<file path="src/rtl/ads8689_pkg.sv">
// rtl/ads8689_pkg.sv - ADS8689 opcodes, register map, sequencer states and config word table
package ads8689_pkg;

    localparam logic [6:0] CMD_NOP  = 7'h00;
    localparam logic [6:0] CMD_RDHW = 7'h64;
    localparam logic [6:0] CMD_WRHW = 7'h68;

    localparam logic [8:0] DEV_ID_REG      = 9'h000;
    localparam logic [8:0] DATAOUT_CTL_REG = 9'h010;
    localparam logic [8:0] RANGE_SEL_REG   = 9'h014;

    localparam logic [5:0] FRAME_LEN = 6'd32;

    typedef enum logic [2:0] {
        IDLE, CFG_REQ, CFG_WAIT, VFY_REQ, VFY_WAIT, READY, RD_REQ, RD_WAIT
    } ads_state_e;

    function automatic logic [31:0] frame(input logic [6:0] cmd, input logic [8:0] addr,
                                          input logic [15:0] data);
        return {cmd, addr, data};
    endfunction

    // Even index writes the low half-word of a register, odd index the high half at addr+2.
    function automatic logic [31:0] cfg_word(input logic [3:0] idx, input logic [3:0] range_code);
        logic [8:0]  base;
        logic [15:0] data;
        case (idx[3:1])
            3'd0:    base = DEV_ID_REG;
            3'd2:    base = DATAOUT_CTL_REG;
            default: base = RANGE_SEL_REG;
        endcase
        data = (base == RANGE_SEL_REG && !idx[0]) ? {12'h000, range_code} : 16'h0000;
        return frame(CMD_WRHW, base + {7'd0, idx[0], 1'b0}, data);
    endfunction

endpackage

</file>
<file path="src/rtl/ads_timeout_cnt.sv">
// rtl/ads_timeout_cnt.sv - loadable down-counter with a one-cycle expire pulse
module ads_timeout_cnt #(
    parameter int W = 16
) (
    input  logic         clk_sys,
    input  logic         rst_sys_n,
    input  logic         load,
    input  logic [W-1:0] load_val,
    input  logic         en,
    output logic         expire
);

    logic [W-1:0] cnt;

    always_ff @(posedge clk_sys or negedge rst_sys_n) begin
        if (!rst_sys_n) begin
            cnt <= '0;
        end else if (load) begin
            cnt <= load_val;
        end else if (en && cnt != '0) begin
            cnt <= cnt - 1'b1;
        end
    end

    assign expire = en && !load && (cnt == W'(1));

endmodule

</file>
<file path="src/rtl/ads_cfg_seq.sv">
// rtl/ads_cfg_seq.sv - ADS8689 configuration/readout sequencer; ADS_CFG_VERIFY_EN adds range readback
module ads_cfg_seq
    import ads8689_pkg::*;
#(
    parameter int          NUM_CFG    = 8,
    parameter logic [3:0]  RANGE_CODE = 4'h0,
    parameter logic [15:0] TIMEOUT    = 16'd1000,
    parameter int          MAX_RETRY  = 3
) (
    input  logic        clk_sys,
    input  logic        rst_sys_n,
    input  logic        start,
    input  logic        conv_req,
    input  logic        cmd_ready,
    input  logic        spi_done,
    input  logic [31:0] spi_rdata,
    output logic        cmd_valid,
    output logic [31:0] cmd_data,
    output logic [5:0]  cmd_len,
    output logic        cmd_rd,
    output logic        cfg_done,
    output logic        cfg_err,
    output logic        overrun,
    output logic        sample_valid,
    output logic [15:0] sample_data
);

    localparam logic [3:0] LAST_IDX = 4'(NUM_CFG - 1);

    ads_state_e  state, nxt_state;
    logic [3:0]  idx, nxt_idx;
    logic        pend, nxt_pend;
    logic        nxt_cmd_valid, nxt_cmd_rd;
    logic [31:0] nxt_cmd_data;
    logic        nxt_cfg_done, nxt_cfg_err, nxt_overrun, nxt_sample_valid;
    logic [15:0] nxt_sample_data;
    logic        hs, in_req, in_wait, tmo_expire, restart;
    logic        unused_cfg;
`ifdef ADS_CFG_VERIFY_EN
    logic        vfy_phase, nxt_vfy_phase;
    logic [3:0]  retry_cnt, nxt_retry_cnt;
`endif

    assign hs         = cmd_valid && cmd_ready;
    assign in_req     = state inside {CFG_REQ, VFY_REQ, RD_REQ};
    assign in_wait    = state inside {CFG_WAIT, VFY_WAIT, RD_WAIT};
    assign restart    = start && (state == IDLE || state == READY);
    assign unused_cfg = ^{spi_rdata[15:0], MAX_RETRY != 0};

    ads_timeout_cnt #(.W(16)) u_tmo (
        .clk_sys   (clk_sys),
        .rst_sys_n (rst_sys_n),
        .load      (hs),
        .load_val  (TIMEOUT),
        .en        (in_wait),
        .expire    (tmo_expire)
    );

    always_comb begin
        nxt_state        = state;
        nxt_idx          = idx;
        nxt_pend         = pend;
        nxt_cmd_valid    = in_req && !hs;
        nxt_cmd_data     = cmd_data;
        nxt_cmd_rd       = cmd_rd;
        nxt_cfg_done     = cfg_done;
        nxt_cfg_err      = cfg_err;
        nxt_overrun      = overrun;
        nxt_sample_valid = 1'b0;
        nxt_sample_data  = sample_data;
`ifdef ADS_CFG_VERIFY_EN
        nxt_vfy_phase    = vfy_phase;
        nxt_retry_cnt    = retry_cnt;
`endif
        // Requests while busy go to the single pending slot; a second one is lost.
        if (conv_req && cfg_done && state != READY) begin
            if (pend) nxt_overrun = 1'b1;
            else      nxt_pend    = 1'b1;
        end

        case (state)
            IDLE: ;
            CFG_REQ: if (hs) nxt_state = CFG_WAIT;
            CFG_WAIT: begin
                if (spi_done) begin
                    nxt_idx = idx + 4'd1;
                    if (idx == LAST_IDX) begin
`ifdef ADS_CFG_VERIFY_EN
                        nxt_state     = VFY_REQ;
                        nxt_vfy_phase = 1'b0;
                        nxt_cmd_data  = frame(CMD_RDHW, RANGE_SEL_REG, 16'h0000);
                        nxt_cmd_rd    = 1'b0;
`else
                        nxt_state    = READY;
                        nxt_cfg_done = 1'b1;
`endif
                    end else begin
                        nxt_state    = CFG_REQ;
                        nxt_cmd_data = cfg_word(idx + 4'd1, RANGE_CODE);
                    end
                end
            end
`ifdef ADS_CFG_VERIFY_EN
            VFY_REQ: if (hs) nxt_state = VFY_WAIT;
            VFY_WAIT: begin
                if (spi_done && !vfy_phase) begin
                    nxt_state     = VFY_REQ;
                    nxt_vfy_phase = 1'b1;
                    nxt_cmd_data  = frame(CMD_NOP, 9'h000, 16'h0000);
                    nxt_cmd_rd    = 1'b1;
                end else if (spi_done && spi_rdata[3:0] == RANGE_CODE) begin
                    nxt_state    = READY;
                    nxt_cfg_done = 1'b1;
                    nxt_cmd_rd   = 1'b0;
                end else if (spi_done && int'(retry_cnt) < MAX_RETRY) begin
                    nxt_state     = CFG_REQ;
                    nxt_retry_cnt = retry_cnt + 4'd1;
                    nxt_idx       = 4'd0;
                    nxt_cmd_data  = cfg_word(4'd0, RANGE_CODE);
                    nxt_cmd_rd    = 1'b0;
                end else if (spi_done) begin
                    nxt_state    = IDLE;
                    nxt_cfg_err  = 1'b1;
                    nxt_cfg_done = 1'b0;
                    nxt_cmd_rd   = 1'b0;
                end
            end
`endif
            READY: begin
                if (pend || conv_req) begin
                    nxt_state    = RD_REQ;
                    nxt_pend     = pend && conv_req;
                    nxt_cmd_data = frame(CMD_NOP, 9'h000, 16'h0000);
                    nxt_cmd_rd   = 1'b1;
                end
            end
            RD_REQ: if (hs) nxt_state = RD_WAIT;
            RD_WAIT: begin
                if (spi_done) begin
                    nxt_state        = READY;
                    nxt_sample_data  = spi_rdata[31:16];
                    nxt_sample_valid = 1'b1;
                    nxt_cmd_rd       = 1'b0;
                end
            end
            default: nxt_state = IDLE;
        endcase

        if (restart) begin
            nxt_state    = CFG_REQ;
            nxt_idx      = 4'd0;
            nxt_pend     = 1'b0;
            nxt_cfg_done = 1'b0;
            nxt_cmd_data = cfg_word(4'd0, RANGE_CODE);
            nxt_cmd_rd   = 1'b0;
            if (state == READY) nxt_cfg_err = 1'b0;
`ifdef ADS_CFG_VERIFY_EN
            nxt_retry_cnt = 4'd0;
`endif
        end

        // A late spi_done on the expiring cycle still counts as on time.
        if (in_wait && !spi_done && tmo_expire) begin
            nxt_state    = IDLE;
            nxt_cfg_err  = 1'b1;
            nxt_cfg_done = 1'b0;
            nxt_pend     = 1'b0;
            nxt_cmd_rd   = 1'b0;
        end
    end

    always_ff @(posedge clk_sys or negedge rst_sys_n) begin
        if (!rst_sys_n) begin
            state        <= IDLE;
            idx          <= 4'd0;
            pend         <= 1'b0;
            cmd_valid    <= 1'b0;
            cmd_data     <= 32'h0;
            cmd_len      <= 6'd0;
            cmd_rd       <= 1'b0;
            cfg_done     <= 1'b0;
            cfg_err      <= 1'b0;
            overrun      <= 1'b0;
            sample_valid <= 1'b0;
            sample_data  <= 16'h0;
`ifdef ADS_CFG_VERIFY_EN
            vfy_phase    <= 1'b0;
            retry_cnt    <= 4'd0;
`endif
        end else begin
            state        <= nxt_state;
            idx          <= nxt_idx;
            pend         <= nxt_pend;
            cmd_valid    <= nxt_cmd_valid;
            cmd_data     <= nxt_cmd_data;
            cmd_len      <= FRAME_LEN;
            cmd_rd       <= nxt_cmd_rd;
            cfg_done     <= nxt_cfg_done;
            cfg_err      <= nxt_cfg_err;
            overrun      <= nxt_overrun;
            sample_valid <= nxt_sample_valid;
            sample_data  <= nxt_sample_data;
`ifdef ADS_CFG_VERIFY_EN
            vfy_phase    <= nxt_vfy_phase;
            retry_cnt    <= nxt_retry_cnt;
`endif
        end
    end

endmodule

</file>
<file path="config.mk">
export PLATFORM = sky130hd
export DESIGN_NAME = ads_cfg_seq
export DESIGN_NICKNAME = d
export VERILOG_FILES = /design/src/rtl/ads8689_pkg.sv /design/src/rtl/ads_timeout_cnt.sv /design/src/rtl/ads_cfg_seq.sv
export SDC_FILE = /design/constraint.sdc
export NUM_CORES = 1
export LEC_CHECK = 0
export BUFFER_PORTS_ARGS = -buffer_cell sky130_fd_sc_hd__clkbuf_2
export CAP_MARGIN = 30
export CORE_MARGIN = 8
export CORE_UTILIZATION = 50
export DETAILED_ROUTE_END_ITERATION = 12
export GPL_TIMING_DRIVEN = 0
export PLACE_DENSITY_LB_ADDON = 0.15
export SETUP_SLACK_MARGIN = 0.3
export SKIP_CTS_REPAIR_TIMING = 1
export SLEW_MARGIN = 15
export SYNTH_ARGS = -nofsm -noshare
export SYNTH_HDL_FRONTEND = slang
export SYNTH_HIERARCHICAL = 1
export SYNTH_SLANG_ARGS = --single-unit
</file>
<file path="constraint.sdc">
create_clock -name clk_sys -period 3.1 [get_ports clk_sys]
set_input_delay 0.775 -clock clk_sys [delete_from_list [all_inputs] [get_ports clk_sys]]
set_output_delay 0.775 -clock clk_sys [all_outputs]
set_load 0.01 [all_outputs]
</file>
Yosys cells after proc, flatten, opt, wreduce, memory -nomap -nowiden
Index checks and enable logic that the tools add are counted.
- logic and storage cells: 117
- bits of input ports: 38
- register bits after elaboration: 79
- output and inout port bits: 60
- eq/ne operators: 20
- $add $sub $neg: 3
- mux-type cells: 43
- reductions and logical operators: 38
- operator list (cell ; number):
    2-to-1 mux 32 bit ; 4
    one-hot mux 32 bit (2 select lines) ; 1
    2-to-1 mux 16 bit ; 2
    2-to-1 mux 9 bit ; 3
    2-to-1 mux 3 bit ; 8
    2-to-1 mux 1 bit ; 19
    one-hot mux 3 bit (6 select lines) ; 1
    nonzero test 3 bit ; 6
    == test 16 x 1 -> 1 bit, second input constant ; 1
    nonzero test 16 bit ; 1
    subtractor 16 x 1 -> 16 bit, second input constant ; 1
    == test 3 bit, second input constant ; 4
    2-to-1 mux 4 bit ; 3
    inequality test 4 x 2 -> 1 bit, second input constant ; 3
    logical AND 1 bit ; 11
    one-hot mux 5 bit (2 select lines) ; 1
    nonzero test 2 bit ; 5
    adder 9 x 2 -> 9 bit ; 1
    == test 3 x 2 -> 1 bit, second input constant ; 3
    inequality test 3 bit, second input constant ; 3
    inequality test 4 x 3 -> 1 bit, second input constant ; 2
    AND reduction 2 bit ; 4
    logical NOT 3 bit ; 2
    inequality test 3 x 2 -> 1 bit, second input constant ; 2
    other kinds (10) ; 13

Logic depth before layout (Yosys ltp)
Gate-level depths: netlist (run 1).
- depth after elaboration: 11
- depth in mapped cells: 11
- mapped depth without buffers: 9

Cells and area by module
The synthesis (run 1) kept the hierarchy.
- modules (own cells, without submodules) (module ; times used ; seq. area each (um^2) ; cells an instance ; area each (um^2)):
    ads_cfg_seq ; 1 ; 875.8 ; 219 ; 1955.6
    ads_timeout_cnt ; 1 ; 400.4 ; 139 ; 1113.6

Least setup slack after synthesis (run 1)
Ideal clock, no wire load.
- path type: input-to-reg
- from: in cmd_ready
- to: reg cmd_rd
- data required time: 2.970 ns
- data arrival time: 2.486 ns
- path buffers: 2
- cell stages on the path: 11
- library setup time: 0.130 ns
- path slack: 0.484 ns
- cell sequence: and2_1 > clkbuf_1 > inv_1 > clkbuf_1 > nand4b_1 > nor3_1 > nor2b_1 > a21boi_0 > nand2b_1 > a22oi_1 > o22ai_1
- cells in the longest elaborated chain, start to end: 7
- elaborated cells between the ends (all ways): 10
- those cells by class: eq/ne: 2; mux: 1; reduce/logical: 7
- ends and longest elaborated chain (what ; RTL line ; source):
    from (decl) ; ads_cfg_seq.sv:14 ; input logic cmd_ready,
    logical AND 1 bit (*) ; ads_cfg_seq.sv:44 ; assign hs = cmd_valid && cmd_ready;
    logical NOT 1 bit (*) ; ads_timeout_cnt.sv:25 ; assign expire = en && !load && (cnt == W'(1));
    logical AND 1 bit (*) (2 in a row) ; ads_timeout_cnt.sv:25 ;
    via tmo_expire ; ads_cfg_seq.sv:37 ; logic hs, in_req, in_wait, tmo_expire, restart;
    logical AND 1 bit (*) ; ads_cfg_seq.sv:163 ; if (in_wait && !spi_done && tmo_expire) begin
    inequality test 4 x 2 -> 1 bit (no source line) (tied with other cells) ; - ;
    AND reduction 3 bit (no source line) ; - ;
    to (signal assigned) ; ads_cfg_seq.sv:197 ; cmd_rd <= nxt_cmd_rd;
    to (decl) ; ads_cfg_seq.sv:20 ; output logic cmd_rd,
The timed path passes the listed nets; every way through them passes the cells marked *.
A chain may end at the register's enable or synchronous reset.

Final worst setup path (run 1)
- from: in cmd_ready
- to: reg cmd_rd
- cells in the longest elaborated chain, start to end: 7
- elaborated cells between the ends (all ways): 10
- those cells by class: eq/ne: 2; mux: 1; reduce/logical: 7
- ends and longest elaborated chain (what ; RTL line):
    logical AND 1 bit (*) ; ads_cfg_seq.sv:44
    via hs ; ads_cfg_seq.sv:37
    logical NOT 1 bit (*) ; ads_timeout_cnt.sv:25
    logical AND 1 bit (*) (2 in a row) ; ads_timeout_cnt.sv:25
    via tmo_expire ; ads_cfg_seq.sv:37
    logical AND 1 bit (*) ; ads_cfg_seq.sv:163
    inequality test 4 x 2 -> 1 bit (no source line) (tied with other cells) ; -
    AND reduction 3 bit (no source line) ; -
Marked as above.

==> results of run 1 <==
==> cell usage in the layout, fill, tap and decap left out, types with 3 or more instances in the layout <==
cell type and n:
a31oi_1 8, nor2_1 34, clkbuf_2 49, nor4_2 3, nor3_2 3, nor2b_1 4, buf_2 6, nand2b_1 6
inv_1 10, buf_4 34, mux2_4 4, ha_1 3, conb_1 48, nand3_1 14, nand4_1 7, o21ai_0 15
or3_1 4, or4_1 5, a21oi_1 13, nand2_1 67, xnor2_1 4, dfrtp_1 51, clkbuf_1 7, clkbuf_8 5
nor3_1 7
==> registers in the layout, summed over array words and instances (netlist names) <==
register / flops
cmd_data: 4
idx: 4
state: 3
cfg_err: 1
pend: 1
overrun: 1
cmd_len: 1
u_tmo/cnt: 16
cmd_valid: 1
cfg_done: 1
cmd_rd: 1
sample_data: 16
sample_valid: 1
==> area by class of cell <==
| class | instances | area (sq um) | share of cell area |
|---|---|---|---|
| plain buffers | 48 | 317 | 0.0857 |
| clock inverters | 3 | 28.8 | 0.00779 |
| flip-flops and latches | 51 | 1280 | 0.346 |
| repair buffers | 49 | 248 | 0.0671 |
| well taps | 75 | 93.8 | 0.0254 |
| inverters | 11 | 41.3 | 0.0112 |
| clock buffers | 5 | 68.8 | 0.0186 |
| multi-input cells | 294 | 1620 | 0.438 |
==> logic make-up after synthesis <==
kind of cell	synth area share
fa+ha+maj	0.0122
buf+inv	0.116
flops	0.416
other cells	0.00245
simple gates	0.281
mux	0.0265
compound gates	0.128
xor+xnor	0.0171
==> layer usage <==
| metal | part of all wire | GRT usage |
|---|---|---|
| met2 | 0.51 | 0.292 |
| met3 | 0.068 | 0.0397 |
| met1 | 0.42 | 0.194 |
| met4 | 0.0093 | 0.0528 |
| met5 | 0 | 0 |
==> path summary, 6_finish.rpt <==
| path | endpoint | cells past startpoint |
|---|---|---|
| max in group asynchronous | u_tmo/cnt[2] | 1 |
| min in group asynchronous | cmd_data[30] | 1 |
| setup / recovery | cmd_rd | 12 |
| hold reg to reg | sample_data[5] | 2 |
| hold / removal | sample_data[5] | 2 |
| setup reg to reg | cmd_rd | 11 |
==> report_power, final <==
group	switching, mW	internal (mW)
Sequential	0.180	0.814
Combinational	0.521	0.413
Clock	0.248	0.168
Total	0.949	1.40
==> metrics by stage <==
| step | instance area, sq um | TNS (ps) | cells | utilization | hold slack [ps] |
|---|---|---|---|---|---|
| floorplan | 3240 | 0 | 404 | - | 479 |
| global placement | 3580 | -93.7 | 528 | 0.605 | 458 |
| detailed placement | 3580 | -69.7 | 528 | 0.605 | 461 |
| CTS | 3680 | 0 | 536 | 0.622 | 488 |
| global route | 3690 | 0 | 536 | 0.624 | 505 |
| finish | 3690 | 0 | 536 | 0.624 | 482 |
==> worst max-delay path, cell delays in order <==
cell and delay [ps]:
clkbuf_2 80, and2_1 170, clkbuf_1 210, inv_1 110, clkbuf_2 240, nand4b_1 150
nor3_2 230, nor2b_1 260, a21boi_0 140, nand2b_1 160, a22oi_1 150, o22ai_1 100
==> out/metrics.cfg, run 1 <==
[floorplanning]
num_rows=28
die-height_um=94.3
io_pins=98
fp.dieW_um=94.3
initial_core_util=0.518
core_sq_um=5920
die-area_sq_um=8900

[yosys]
ys_async_sr_fraction=1.00
yosys.cell_types.count=59
synth_most_common_cell=nand2_1
synth-seq-area-share=0.416
yosysTopAreaCellShare=0.416
ys_seq_elements=51
yosys.area.top_type=dfrtp_1
mappedNetlistArea_sq_um=3070
synth_commonest_cells=nand2_1, dfrtp_1, buf_4, nor2_1, o21ai_0
yosys-top-cells-area=dfrtp_1, buf_4, nand2_1, nor2_1, o21ai_0
synth-warning-count=6
ys.flop_type=dfrtp_1
avgSynthCellArea_sq_um=8.57
synth_edf_count=0
synthCells=358

[route]
num_vias=2640
drtIter0Drc=106
wl_per_cell_um=13.4
wl_um=7180
post-route-drc-count=0
ant_nets=0
first_pass_iters=4
via_per_inst=4.93

[job]
drv_cap=0

[placement]
hpwl_um=5400
globalplace.congestion=0.879
dp_slack_ps=-69.7
portBuffers=49

[sta]
finalHoldViolations=0
rsz0062_at_grt=true
maxSlewHeadroom=0.535
finalMaxSlewViolations=0
skew_ps=9.33
timing.final.crit_share=0.832
fmax_mhz=388
setup_viol=0
period_needed_ps=2580
worst_pin_slew_ps=688
layout_setup_ws_ps=521

[min_path]
hold_class=flip-flop to flip-flop
hold_start=sample_data[5]

[setup_path]
start_kind=input port
cp.arrival_ps=2780
rrSetupSlack_ps=540
cp-startpoint=cmd_ready
required_ps=3300
crit_type=input port to flip-flop
endpoint_kind=flip-flop
regToRegStartpoint=state[1]
crit_fanout=10

[global_routing]
grt_pass1_wl_um=12100
gr-total-overflow=0
antenna_found_initial=0
grtUsageTotal=0.166
grt_pass1_vias=2580
grt_max_degree=52

[clock_tree]
clockBufferDepth=2
cts_tree=built
clk_pin_slew_worst_paths_ps=110
clk_latency_ps=310
clock_sink_count=51
cts-root-buf=clkbuf_8
h-tree-depth=2
cts_made_buffers=5

[run_status]
status=finished, final reports clean

[final_layout]
syn_to_final_growth_pct=20.3
fillers=541
nets=501
diodes=0
layout-drive-gt1-share=0.254

[power]
ir_drop_uv=349
power_density_nw_per_um2=635
cellLeakagePower_nw=1.86
finalPower_mw=2.34

Note: power is estimated with default switching activity, not from simulation.
==> inputs of run 2 (changes only) <==
==> constraint.sdc (replaced) <==
create_clock -name clk_sys -period 2.42 [get_ports clk_sys]
set_input_delay 0.605 -clock clk_sys [delete_from_list [all_inputs] [get_ports clk_sys]]
set_output_delay 0.605 -clock clk_sys [all_outputs]
set_load 0.01 [all_outputs]
==> out/metrics.cfg, run 2 (synthesis results as in run 1) <==
[final_layout]
final_area_sq_um=3920  ; +6.2%
diodes=0  ; unchanged
nets=511  ; +2.0%
reg_top3=sample_data x16, u_tmo/cnt x16
mostFrequentLayoutCells=nand2_1, dfrtp_1, conb_1, clkbuf_2, buf_4
syn_to_final_growth_pct=27.7
layout_commonest_cell=nand2_1
layout-drive-gt1-share=0.306  ; +0.0519
fillers=502  ; -7.2%
layout.cells.non_filler=546  ; +1.9%

[route]
ant_nets=0  ; unchanged
wl_um=7400  ; +3.0%
drtIter0Drc=98  ; -7.5%
wl_per_cell_um=13.5  ; +1.1%
post-route-drc-count=0  ; unchanged
via_per_inst=4.99  ; +1.3%
first_pass_iters=4  ; unchanged
num_vias=2725  ; +3.2%

[sta]
setup_viol=0  ; unchanged
maxSlewHeadroom=0.526  ; -0.00932
tns_ps=0  ; unchanged
timing.final.crit_share=0.894
worst_pin_slew_ps=702  ; +13.8 ps
finalHoldViolations=0  ; unchanged
layout_setup_ws_ps=257  ; -264 ps
hold-worst-slack_ps=343  ; -139 ps
finalMaxSlewViolations=0  ; unchanged
rsz0062_at_grt=true
period_needed_ps=2160
fmax_mhz=462
skew_ps=13.0  ; +3.68 ps

[setup_path]
cp.depth=9  ; -3
crit_slowest_cell=dfrtp_2
slowest_delay_ps=470  ; +210 ps
cp-startpoint=u_tmo/cnt[9]
required_ps=2620  ; -680 ps
start_kind=flip-flop
crit_end=cmd_rd
crit_fanout=7  ; -3
regToRegStartpoint=u_tmo/cnt[9]
crit_family=simple AND/OR/NAND/NOR gates
crit_buf_inv=1  ; -3
rrSetupSlack_ps=260  ; -280 ps
endpoint_kind=flip-flop
cp.arrival_ps=2370  ; -410 ps
regToRegEndpoint=cmd_rd
r2r_cells=9  ; -2
crit_type=flip-flop to flip-flop
path_cells=nor4_4 -> nand4_1 -> buf_4 -> nor3_4 -> nor2b_4 -> a21boi_2 -> nand2b_1 -> a22oi_2 -> o22ai_1

[floorplanning]
io_pins=98  ; unchanged
die-area_sq_um=8900  ; unchanged
initial_core_util=0.518  ; unchanged
fp.dieW_um=94.3  ; unchanged
die-height_um=94.3  ; unchanged
num_rows=28  ; unchanged
core_sq_um=5920  ; unchanged

[clock_tree]
h-tree-depth=2  ; unchanged
clock_sink_count=51  ; unchanged
cts_made_buffers=5  ; unchanged
clockBufferDepth=2  ; unchanged
clk_pin_slew_worst_paths_ps=110  ; about the same
clk_latency_ps=320  ; about the same
cts_tree=built
cts-root-buf=clkbuf_8

[global_routing]
grt_max_degree=52  ; unchanged
antenna_found_initial=0  ; unchanged
grt_pass1_vias=2621  ; +1.6%
gr-total-overflow=0  ; unchanged
grt_pass1_wl_um=12000  ; -0.91%
grtUsageTotal=0.165  ; -0.000614

[placement]
dp_slack_ps=-85.9  ; -16.2 ps
dpl.cell_count=528  ; unchanged
globalplace.congestion=0.883  ; +0.56%
hpwl_um=5360  ; -0.81%
portBuffers=49  ; unchanged
dpl_cell_area_sq_um=3620  ; +1.0%

[job]
drv_cap=0  ; unchanged

[power]
power_density_nw_per_um2=818  ; +29%
ir_drop_uv=490  ; +41%
cellLeakagePower_nw=1.99  ; +6.8%

[run_status]
status=finished, final reports clean

[min_path]
hold_class=input port to async pin

[run 2: power breakdown]
| part | switching [mW] | total, mW | internal (mW) |
|---|---|---|---|
| clock | 0.317 | 0.532 | 0.215 |
| sequential | 0.253 | 1.30 | 1.05 |
| combinational | 0.720 | 1.37 | 0.655 |
[run 2: worst min path at each step]
stage                    from        endpoint  cells past startpoint
2_1_floorplan       rst_sys_n        cfg_done                      0
3_5_place_dp   sample_data[4]  sample_data[4]                      2
3_3_place_gp   sample_data[4]  sample_data[4]                      2
6_report            rst_sys_n    u_tmo/cnt[3]                      1
4_1_cts             rst_sys_n    cmd_data[30]                      1
5_1_grt             rst_sys_n    cmd_data[30]                      1
[run 2: per-layer routing]
layer  track usage  part of all wire
met1         0.196              0.42
met2         0.286              0.50
met3        0.0397             0.064
met4        0.0555             0.016
met5             0                 0
[run 2: final cells by class]
cell class              count  area (sq um)  area share
repair buffers             59           323      0.0823
flip-flops and latches     51          1280       0.326
plain buffers              48           362      0.0922
clock inverters             3          28.8     0.00734
inverters                  11          41.3      0.0105
multi-input cells         294          1720       0.440
well taps                  75          93.8      0.0239
clock buffers               5          68.8      0.0176
[run 2: per-stage QoR]
stage,utilization,power [mW]
2_1_floorplan,-,2.19
3_3_place_gp,0.611,2.44
3_5_place_dp,0.612,2.49
4_1_cts,0.628,3.03
5_1_grt,0.662,3.44
6_report,0.662,3.21
[run 2: worst register-to-register path: cells and delay by family, from the launching register on]
kind / cells / cell delay [ps]
AND/OR/NAND/NOR: 5 / 1100
flip-flops: 1 / 470
AO/OA/AOI/OAI: 3 / 310
buffers and inverters: 1 / 180
